--- config.mk ---
export PLATFORM = sky130hd
export DESIGN_NAME = mem_port_arbiter
export DESIGN_NICKNAME = d
export VERILOG_FILES = /design/src/rtl/mem_port_arbiter.sv
export SDC_FILE = /design/constraint.sdc
export NUM_CORES = 1
export LEC_CHECK = 0
export CELL_PAD_IN_SITES_DETAIL_PLACEMENT = 1
export CELL_PAD_IN_SITES_GLOBAL_PLACEMENT = 1
export CORE_MARGIN = 2
export CORE_UTILIZATION = 30
export DETAILED_ROUTE_END_ITERATION = 8
export DONT_BUFFER_PORTS = 1
export PLACE_DENSITY = 0.63
export SYNTH_ARGS = -nofsm -noshare
export SYNTH_HDL_FRONTEND = slang
export SYNTH_SLANG_ARGS = --single-unit
export TNS_END_PERCENT = 20
--- constraint.sdc ---
create_clock -name clock -period 3.26 [get_ports clock]
set_clock_uncertainty 0.2 [all_clocks]
set_input_delay 0.652 -clock clock [delete_from_list [all_inputs] [get_ports clock]]
set_output_delay 0.652 -clock clock [all_outputs]
set_load 0.05 [all_outputs]
--- src/rtl/mem_port_arbiter.sv ---
// Two-requester round-robin arbiter sharing one memory port (oe/we/addr/wdata/size + rdy).
// Serialises transactions, forwards the response to the granted requester, flags protocol errors and memory stalls.
module mem_port_arbiter #(
  parameter int ADDR_W  = 9,
  parameter int DATA_W  = 8,
  parameter int SIZE_W  = 4,
  parameter int TIMEOUT = 255
) (
  input  logic              clock,
  input  logic              reset,
  input  logic              r0_oe,
  input  logic              r0_we,
  input  logic [ADDR_W-1:0] r0_addr,
  input  logic [DATA_W-1:0] r0_wdata,
  input  logic [SIZE_W-1:0] r0_size,
  output logic [DATA_W-1:0] r0_rdata,
  output logic              r0_rdy,
  input  logic              r1_oe,
  input  logic              r1_we,
  input  logic [ADDR_W-1:0] r1_addr,
  input  logic [DATA_W-1:0] r1_wdata,
  input  logic [SIZE_W-1:0] r1_size,
  output logic [DATA_W-1:0] r1_rdata,
  output logic              r1_rdy,
  output logic              m_oe,
  output logic              m_we,
  output logic [ADDR_W-1:0] m_addr,
  output logic [DATA_W-1:0] m_wdata,
  output logic [SIZE_W-1:0] m_size,
  input  logic [DATA_W-1:0] m_rdata,
  input  logic              m_rdy,
  output logic              busy,
  output logic              grant,
  output logic              err
);

  localparam int                CNT_W   = $clog2(TIMEOUT + 1);
  localparam logic [CNT_W-1:0] CNT_MAX = CNT_W'(TIMEOUT);
  localparam logic [CNT_W-1:0] CNT_END = CNT_W'(TIMEOUT - 1);

  typedef enum logic [1:0] {
    S_IDLE = 2'd0,
    S_BUSY = 2'd1,
    S_ERR  = 2'd2
  } state_t;

  state_t             state_q, state_d;
  logic               grant_q, grant_d;
  logic [CNT_W-1:0]   cnt_q, cnt_d;

  logic               req0, req1;
  logic               g_oe, g_we;
  logic [ADDR_W-1:0]  g_addr;
  logic [DATA_W-1:0]  g_wdata;
  logic [SIZE_W-1:0]  g_size;

  assign req0 = r0_oe | r0_we;
  assign req1 = r1_oe | r1_we;

  // Live view of whichever requester currently holds the grant.
  always_comb begin
    if (grant_q) begin
      g_oe    = r1_oe;
      g_we    = r1_we;
      g_addr  = r1_addr;
      g_wdata = r1_wdata;
      g_size  = r1_size;
    end else begin
      g_oe    = r0_oe;
      g_we    = r0_we;
      g_addr  = r0_addr;
      g_wdata = r0_wdata;
      g_size  = r0_size;
    end
  end

  // NOTE: state registers use non-blocking assignments so every flop samples pre-edge values.
  always_ff @(posedge clock or posedge reset) begin
    if (reset) begin
      state_q <= S_IDLE;
      grant_q <= 1'b1;
      cnt_q   <= '0;
    end else begin
      state_q <= state_d;
      grant_q <= grant_d;
      cnt_q   <= cnt_d;
    end
  end

  always_comb begin
    // NOTE: every output and next-state gets a default first, so no path can infer a latch.
    state_d  = state_q;
    grant_d  = grant_q;
    cnt_d    = cnt_q;
    m_oe     = 1'b0;
    m_we     = 1'b0;
    m_addr   = '0;
    m_wdata  = '0;
    m_size   = '0;
    r0_rdy   = 1'b0;
    r1_rdy   = 1'b0;
    r0_rdata = '0;
    r1_rdata = '0;

    unique case (state_q)
      S_IDLE: begin
        cnt_d = '0;
        if (req0 || req1) begin
          state_d = S_BUSY;
          // On contention the requester not served last time wins.
          grant_d = (req0 && req1) ? ~grant_q : req1;
        end
      end

      S_BUSY: begin
        m_oe    = g_oe;
        m_we    = g_we;
        m_addr  = g_addr;
        m_wdata = g_wdata;
        m_size  = g_size;
        if (!m_rdy && (cnt_q != CNT_MAX)) cnt_d = cnt_q + 1'b1;

        if (g_oe && g_we) begin
          state_d = S_ERR;
        end else if (m_rdy) begin
          // Completion takes priority over a dropped request or an expiring watchdog.
          state_d = S_IDLE;
          if (grant_q) begin
            r1_rdy   = 1'b1;
            r1_rdata = m_rdata;
          end else begin
            r0_rdy   = 1'b1;
            r0_rdata = m_rdata;
          end
        end else if (!g_oe && !g_we) begin
          state_d = S_IDLE;
        end else if (cnt_q == CNT_END) begin
          state_d = S_ERR;
        end
      end

      S_ERR: begin
        state_d = S_ERR;
      end

      default: begin
        state_d = S_IDLE;
      end
    endcase
  end

  assign busy  = (state_q == S_BUSY);
  assign err   = (state_q == S_ERR);
  assign grant = grant_q;

endmodule

==> summary.txt <==
Timing
  • Tcrit/Tclk final: 0.919
  • Slew Viols, Final: 0
  • Unrepaired setup endpoints after global routing: no
  • Final Hold Violating Endpoints: 0
  • Min Tclk post-route: approximately 3 ns
  • Count of final setup violators: 0
  • Max_slew headroom: 0.654
  • Worst slew pin tran: roughly 0.51 ns
  • F_max: approximately 330 MHz

Drt
  • WL per Instance: 16.5 µm
  • WL final: approximately 3800 µm
  • Antenna Violating Nets Remaining: 0
  • 1st-iter DRT viols: 14
  • Drt pass-1 iters: 4
  • # DRC: 0
  • Via count: roughly 1,200
  • Mean number of vias per cell: 5.48

Finish
  • FILL cells: ~460
  • Sequential Area: around 280 µm²
  • Most frequent cells in the layout: buf_4, nor2_1, mux2i_1
  • Antenna Cells: 0
  • Leading cell type in the layout, fill and taps excluded: buf_4
  • Layout cell share with drive strength beyond 1: 0.320
  • Fin cells: around 230
  • Final layout net count: between 200 and 250
  • Final design utilization: 0.422
  • Area growth, synth to finish: 37.3%
  • Post-route cell area: roughly 1700 µm²
  • Multi-input combinational cell area: 875 µm²

Setup path
  • Worst reg2reg endpoint: cnt_q[0]$_DFFE_PP0P_
  • CP Launch Type: register
  • Critical Path RT: between 2 and 2.5 ns
  • R2R Setup Slk: 1.40 ns
  • R2R Path Start: cnt_q[0]$_DFFE_PP0P_
  • Worst r2r path cells: 4
  • Critical setup path kind: register to primary output
  • Endpoint class of the critical path: primary output
  • CP Max Fanout: 9
  • WP data arrival: 2.14 ns

Floorplan
  • Row cnt: 23
  • Core Footprint: between 3000 and 4000 µm²
  • Initial core utilization: 0.307
  • Die Height: roughly 68 µm
  • IO Pins: around 100
  • DIE WIDTH: between 60 and 70 µm
  • Die area: 4560 µm²

CTS
  • Root Driver: clkbuf_8
  • Cts bufs inserted: 3
  • # clock sinks: 11
  • Cts repair resizes: 0
  • Clock transition at path regs: about 0.050 ns
  • CTS Buffer Depth: 2
  • TritonCTS clock tree: done
  • Clock latency at the later pin of the worst-skew pair: approximately 0.24 ns
  • Post CTS Setup Buffer Count: 0
  • CTS H-tree depth: 1
  • Hold_buf cts: 0

Logic synthesis
  • Simple-gate portion of the synthesized area: 0.319
  • Yosys cell types: 40
  • Synth Area in Adders: 0.0413
  • Number of synthesized register bits: 11
  • Main combinational cell family by area after synthesis: simple AND/OR/NAND/NOR gates
  • Post-synthesis mux area share: 0.190
  • Synth Area in Compound Gates: 0.147
  • Post-synth EDFFs: 0
  • Synth area leaders: dfrtp_1, mux2i_1, and2_1, nor2_1, ha_1
  • Post-Syn Area: between 1000 and 1500 µm²
  • Dominant synthesized flop cell: dfrtp_1
  • Asr flop ratio synth: 1.00
  • Cell accounting for the most synthesized area: dfrtp_1
  • Syn_nets: 209
  • Syn Area/Cell: 8.18 µm²
  • Synth Area in XOR/XNOR: 0
  • Syn Inst Count: between 100 and 150
  • Yosys top cell area share: 0.207
  • Syn. warnings: 0
  • Register area share after synthesis: 0.228

Global routing
  • Grt ovf: 0
  • Vias in the first global route: between 1,000 and 1,500
  • Largest net degree at the start of global routing: 25
  • Initial antenna violation count: 0
  • First-pass GRT wire length: 5350 µm
  • Gr usage total: 0.152

Job
  • # Max-Cap Violations: 0

Power
  • Leak: 0.759 nW
  • Tot Pwr: 1.62 mW
  • VDD IR-drop max: 0.529 mV
  • Power per Cell Area: 976 nW/µm²

Min path
  • Worst hold path type: input pin to asynchronous set/reset pin

Placement
  • Number of port buffers: 0
  • Area post-placement: between 1500 and 2000 µm²
  • Post-DP HPWL: around 3100 µm
  • Final RePlAce weighted congestion: between 0.8 and 0.9
  • Placed cells: 224

Status
  • Outcome: finished clean
-- how the worst max path moves through the flow --
| stage | startpoint | to | slack (ns) | cells past startpoint |
|---|---|---|---|---|
| global placement | r1_we | r0_rdata[0] | 0.57 | 5 |
| floorplan | grant$_DFFE_PP1P_ | r0_rdata[0] | -0.16 | 6 |
| detailed placement | grant$_DFFE_PP1P_ | r1_rdata[1] | 0.50 | 6 |
| CTS | grant$_DFFE_PP1P_ | r1_rdata[1] | 0.25 | 6 |
| global route | grant$_DFFE_PP1P_ | r0_rdata[2] | 0.13 | 5 |
| finish | grant$_DFFE_PP1P_ | r0_rdata[2] | 0.26 | 5 |
-- cell type report --
class	count	share of cell area
timing repair buffer	37	0.227
clock buffer	4	0.0271
tap	50	0.0376
multi-input combinational	119	0.526
inverter	7	0.0158
sequential	11	0.166
-- metrics by stage --
step	hold slack (ns)	setup slack, ns	setup TNS, ns
finish	0.104	0.264	0
global route	0.151	0.133	0
CTS	0.127	0.245	0
detailed placement	0.371	0.503	0
global placement	0.346	0.567	0
floorplan	0.304	-0.159	-1.18
-- kinds of logic after synthesis --
| kind of cell | count (synthesis) |
|---|---|
| AOI/OAI and AO/OA | 24 |
| adders and majority gates | 4 |
| buffers and inverters | 18 |
| DFF | 11 |
| muxes | 23 |
| and+or+nand+nor | 68 |
-- flip-flops by register name, summed over array words and instances (netlist names) --
| name | flops |
|---|---|
| cnt_q | 8 |
| grant | 1 |
| state_q | 2 |
-- worst max-delay path: stages (launching register included) --
cell,delay (ns)
dfstp_2,0.58
mux2i_2,0.27
inv_1,0.07
ha_2,0.21
nor4b_4,0.43
and2_4,0.34
-- per-layer routing --
| layer | part of all wire | GRT usage | vias up |
|---|---|---|---|
| met5 | 0 | 0 | - |
| met4 | 0.011 | 0.0536 | 0 |
| met3 | 0.068 | 0.0233 | 4 |
| met2 | 0.53 | 0.277 | 70 |
| met1 | 0.39 | 0.179 | 589 |
| li1 | - | - | 586 |
-- cell usage after synthesis, types with 3 or more instances --
library cell  number
inv_1              6
a2111oi_0          3
clkbuf_1           3
nor2_1            27
ha_1               4
and2_1            17
dfrtp_1           10
mux2i_1           23
o21ai_0            3
a21oi_1            5
buf_2              6
nand4_1            3
-- power breakdown --
part,switching (mW),internal [mW]
clock network,0.0545,0.0861
registers,0.0468,0.169
logic,0.862,0.404
(Power assumes the default switching activity.)
